$ cat config.mk
export PLATFORM = sky130hd
export DESIGN_NAME = reg_file_flat
export DESIGN_NICKNAME = d
export VERILOG_FILES = /design/src/rtl/reg_file_if.sv /design/src/rtl/reg_file.sv /design/src/flat_wrapper.sv
export SDC_FILE = /design/constraint.sdc
export NUM_CORES = 1
export LEC_CHECK = 0
export BUFFER_PORTS_ARGS = -buffer_cell sky130_fd_sc_hd__buf_2
export CELL_PAD_IN_SITES_DETAIL_PLACEMENT = 0
export CELL_PAD_IN_SITES_GLOBAL_PLACEMENT = 1
export CORE_MARGIN = 4
export CORE_UTILIZATION = 35
export CTS_BUF_LIST = sky130_fd_sc_hd__clkbuf_4
export DETAILED_ROUTE_END_ITERATION = 16
export PLACE_DENSITY_LB_ADDON = 0.1
export SLEW_MARGIN = 10
export SYNTH_ARGS = -nofsm -noshare
export SYNTH_HDL_FRONTEND = slang
export SYNTH_SLANG_ARGS = --single-unit
$ cat constraint.sdc
create_clock -name clk -period 7.1 [get_ports clk]
set_input_delay 0.355 -clock clk [delete_from_list [all_inputs] [get_ports clk]]
set_output_delay 0.355 -clock clk [all_outputs]
set_load 0.03 [all_outputs]
$ cat src/rtl/reg_file_if.sv
// Register-file access bundle: two combinational read ports, one write port and
// the ready flag that gates both once the post-reset clear sweep has finished.
interface reg_file_if #(
  parameter int XLEN  = 32,
  parameter int NREGS = 32
);
  localparam int AW = $clog2(NREGS);

  // Handshake: no per-transfer valid/ready pair. The master may present a read
  // address or a write (we3) on any cycle, but only cycles with ready=1 are
  // honoured: writes commit on that posedge and reads return register data.
  // With ready=0 writes are dropped and reads return 0.
  logic [AW-1:0]   a1;
  logic [AW-1:0]   a2;
  logic [AW-1:0]   a3;
  logic            we3;
  logic [XLEN-1:0] wd3;
  logic [XLEN-1:0] rd1;
  logic [XLEN-1:0] rd2;
  logic            ready;

  modport master (
    output a1, a2, a3, we3, wd3,
    input  rd1, rd2, ready
  );

  modport slave (
    input  a1, a2, a3, we3, wd3,
    output rd1, rd2, ready
  );
endinterface

$ cat src/rtl/reg_file.sv
// Integer register file x0..x(NREGS-1): two combinational read ports, one
// synchronous write port, and a post-reset sweep that zeroes x1..x(NREGS-1).
module reg_file #(
  parameter int XLEN   = 32,
  parameter int NREGS  = 32,
  parameter int BYPASS = 1
) (
  input  logic         clk,
  input  logic         rst,
  reg_file_if.slave    bus,
  output logic         dbgState
);
  localparam int AW = $clog2(NREGS);
  localparam logic [AW-1:0] LAST_IDX = AW'(NREGS - 1);

  typedef enum logic {
    CLEAR = 1'b0,
    READY = 1'b1
  } stateT;

  stateT           state;
  stateT           stateNext;
  logic [AW-1:0]   clrIdx;
  logic [AW-1:0]   clrIdxNext;
  logic [XLEN-1:0] regs [NREGS];
  logic            wrActive;

  always_ff @(posedge clk) begin
    if (rst) begin
      state  <= CLEAR;
      clrIdx <= AW'(1);
    end else begin
      state  <= stateNext;
      clrIdx <= clrIdxNext;
    end
  end

  always_comb begin
    stateNext  = state;
    clrIdxNext = clrIdx;
    if (state == CLEAR) begin
      clrIdxNext = clrIdx + 1'b1;
      if (clrIdx == LAST_IDX) begin
        stateNext = READY;
      end
    end
  end

  assign wrActive = (state == READY) && bus.we3 && (bus.a3 != '0);

  // Contents have no reset: the sweep owns the write port until READY, and
  // entry 0 is never written because x0 is decoded as constant zero on read.
  always_ff @(posedge clk) begin
    if (!rst) begin
      if (state == CLEAR) begin
        regs[clrIdx] <= '0;
      end else if (wrActive) begin
        regs[bus.a3] <= bus.wd3;
      end
    end
  end

  always_comb begin
    bus.rd1 = '0;
    if ((state == READY) && (bus.a1 != '0)) begin
      if ((BYPASS != 0) && wrActive && (bus.a3 == bus.a1)) begin
        bus.rd1 = bus.wd3;
      end else begin
        bus.rd1 = regs[bus.a1];
      end
    end
  end

  always_comb begin
    bus.rd2 = '0;
    if ((state == READY) && (bus.a2 != '0)) begin
      if ((BYPASS != 0) && wrActive && (bus.a3 == bus.a2)) begin
        bus.rd2 = bus.wd3;
      end else begin
        bus.rd2 = regs[bus.a2];
      end
    end
  end

  assign bus.ready = (state == READY);
  assign dbgState  = state;
endmodule

$ cat src/flat_wrapper.sv
// flat-port wrapper written by rule: the top's interface ports become plain ports
module reg_file_flat 
#(
  parameter int XLEN   = 32,
  parameter int NREGS  = 32,
  parameter int BYPASS = 1
)
  (clk, rst, dbgState, bus_a1, bus_a2, bus_a3, bus_we3, bus_wd3, bus_rd1, bus_rd2, bus_ready);
  reg_file_if #(.XLEN(XLEN), .NREGS(NREGS)) bus_i ();
  input  logic clk;
  input  logic rst;
  output logic dbgState;
  input wire logic [$bits(bus_i.a1)-1:0] bus_a1;
  input wire logic [$bits(bus_i.a2)-1:0] bus_a2;
  input wire logic [$bits(bus_i.a3)-1:0] bus_a3;
  input wire logic [$bits(bus_i.we3)-1:0] bus_we3;
  input wire logic [$bits(bus_i.wd3)-1:0] bus_wd3;
  output wire logic [$bits(bus_i.rd1)-1:0] bus_rd1;
  output wire logic [$bits(bus_i.rd2)-1:0] bus_rd2;
  output wire logic [$bits(bus_i.ready)-1:0] bus_ready;
  assign bus_i.a1 = bus_a1;
  assign bus_i.a2 = bus_a2;
  assign bus_i.a3 = bus_a3;
  assign bus_i.we3 = bus_we3;
  assign bus_i.wd3 = bus_wd3;
  assign bus_rd1 = bus_i.rd1;
  assign bus_rd2 = bus_i.rd2;
  assign bus_ready = bus_i.ready;
  reg_file #(.XLEN(XLEN), .NREGS(NREGS), .BYPASS(BYPASS)) u_core (.clk(clk), .rst(rst), .bus(bus_i), .dbgState(dbgState));
endmodule
==> impl_metrics.yaml <==
outcome:
  status: "completed"
layout:
  fin_area_mm2: 0.0552
  final_common_cell: "edfxtp_1"
  multi_input_area_mm2: 0.0168
  seq_area_mm2: 0.0309
  area_delta_synth_final_pct: 14.0
  fin_nets: 3036
  drive_gt1_share_pct: 34.7
  nFillCells: 12600
  final_cell_mix: "edfxtp_1 (1024), clkbuf_4 (429), mux4_2 (372), mux2i_1 (288), buf_2 (108)"
  postLayoutCoreUtil_pct: 40.2
power_and_ir_drop:
  seq_power_share_pct: 50.9
  pwr-share-comb_pct: 7.7
  vdd_ir_drop_max_mv: 0.179
  p_int_mw: 9.84
  clkPwrFrac_pct: 41.4
  p_total_mw: 13.1
  cellLeakagePower_nw: 17.1
  switching_share_pct: 25.0
  p_per_area_mw_per_mm2: 238
  p_switching_mw: 3.28
drt:
  wirelength_um: 192000
  num_vias: 31600
  wire_per_inst_um: 38.6
  dr.pass1.iters: 6
  drt_iter0_markers: 3773
  drtAntennaViolNets: 0
  drc: 0
  vias_per_cell: 6.34
cts:
  ctsResizeCount: 0
  cts_buffers: 302
  cts-root-buf: "clkbuf_4"
  post-cts-setup-buffers: 0
  clkTransAtPathRegs_ps: 60
  tritoncts: "built"
  ctsHoldBuffers: 23
  cts_sinks: 1030
  worstSkewPairLatency_ps: 1240
  clockBufferDepth: 4
  htree_levels: 5
global_route:
  track_usage_pct: 26.2
  grt_pass1_wl_um: 263000
  grt_max_degree: 76
  grt_pass1_vias: 32000
  overflow: 0
  antenna_found_initial: 14
logic_synthesis:
  synth_flop_cell: "edfxtp_1"
  ys_types: 57
  synth_warnings: 0
  synth_seq_cells: 1030
  synth_enable_flop_cells: 1024
  synth_top_area_cell: "edfxtp_1"
  yosysTopAreaCellShare_pct: 63.5
  synthesis.instances: 2674
  synth_area_leaders: "edfxtp_1 (63%), mux4_2 (17%), mux2i_1 (5.9%)"
  synth.avg_cell_area_um2: 18.1
  syn-cell-area_mm2: 0.0485
  ys_seq_area_share_pct: 63.7
  async_flop_share_pct: 0
  synthesis.nets: 2726
timing:
  rsz0062_at_grt: "false"
  hold_viol_final: 0
  finalMaxSlewViolations: 0
  max_slew_margin_pct: 15.8
  setup_violations: 0
  setup_slack_ps: 2730
  worst_slew_pin_slew_ps: 1260
  fin_crit_ps: 4370
  setup_tns_ps: 0
  fin_worst_skew_ps: 45.5
  fmaxAchievable_mhz: 229
  finalCritPeriodShare_pct: 61.5
critical_path:
  critPathArrivalTime_ps: 4010
  path_class: "input port to output pin"
  cp_max_fo: 75
  start_kind: "input port"
  crit_path_end_kind: "output pin"
  worst_ep_required_time_ps: 6740
placed_design:
  pre_cts_slack_ps: 2650
  gp_congestion: 0.799
  numPortBuffers: 115
  dpl-instance-area_mm2: 0.0514
  dp_hpwl_um: 110000
job:
  maxCapViolations: 0
die:
  fp-row-count: 136
  initial_core_util_pct: 35.2
  die_h_um: 380
  dieArea_mm2: 0.144
  io-pin-count: 116
  die_w_um: 380
  core_mm2: 0.137
worst_hold_path:
  hp-class: "input port to flop"
cells in the mapped netlist, drive strengths merged (34+ instances only):
| library cell | number |
|---|---|
| a211o | 35 |
| a211oi | 57 |
| a21oi | 62 |
| a221oi | 97 |
| a22oi | 106 |
| and2 | 34 |
| buf | 109 |
| clkbuf | 121 |
| edfxtp | 1024 |
| mux2i | 291 |
| mux4 | 372 |
| nand2 | 46 |
| nor2 | 54 |
| o21ai | 67 |
| o22ai | 35 |
kinds of logic (layout without fill, tap and decap cells):
kind of cell / Yosys count / in the layout / share of synthesized area, %
other cells: 0 / 12 / 0
flops: 1030 / 1030 / 63.7
xor+xnor: 13 / 13 / 0.235
compound gates: 542 / 542 / 8.30
mux: 671 / 671 / 23.6
buf+inv: 237 / 742 / 2.35
fa+ha+maj: 2 / 2 / 0.0516
simple gates: 179 / 179 / 1.80
metrics by stage:
stage | cells | hold WS (ps)
final | 4985 | 101
after global routing | 4981 | 67.7
after CTS | 4970 | 1.65
after detailed placement | 4448 | 595
after global placement | 4445 | 585
after floorplan | 2674 | 527
state kept, by name (all words and copies together) (netlist names):
name / count
u_core.bus.ready: 1
u_core.clrIdx: 5
u_core.regs: 1024
per-layer routing:
metal  GRT usage, %  vias up  share of wire (%)
li1               -    12400                  -
met1           37.3    17200                 43
met2           40.3     1717                 46
met3           5.68      315                8.2
met4           7.97        4                2.6
met5              0        -              0.012
power groups by stage:
stage / registers [mW] / logic (mW) / clock network (mW)
2_1_floorplan: 6.80 / 0.596 / 0
3_3_place_gp: 6.81 / 0.996 / 0
3_5_place_dp: 6.81 / 0.997 / 0
4_1_cts: 6.68 / 1.01 / 5.57
5_1_grt: 6.68 / 1.05 / 5.89
6_report: 6.68 / 1.01 / 5.43
area by class of cell:
type	count	share of cell area [%]
Sequential cell	1030	55.9
Antenna cell	12	0.0544
Inverter	7	0.0498
Clock inverter	70	0.596
Tap cell	1794	4.06
Clock buffer	429	5.83
Multi-Input combinational cell	1407	30.5
Timing Repair Buffer	236	3.05
worst max-delay path, cell delays in order:
cell and delay, ps:
buf_8 580, buf_4 860, mux4_2 600, o21ai_0 780, a211oi_1 190, a211o_1 290
buf_2 180
path summary, 6_finish.rpt:
kind / startpoint / endpoint / slack [ps] / cells after the start
min reg2reg: u_core.clrIdx[0] / u_core.clrIdx[0] / 620 / 2
max reg2reg: u_core.bus.ready / u_core.regs[31][23] / 2900 / 5
min: bus_wd3[0] / u_core.regs[27][0] / 100 / 2
max: bus_a1[0] / bus_rd1[3] / 2730 / 7
(Power assumes the default switching activity.)
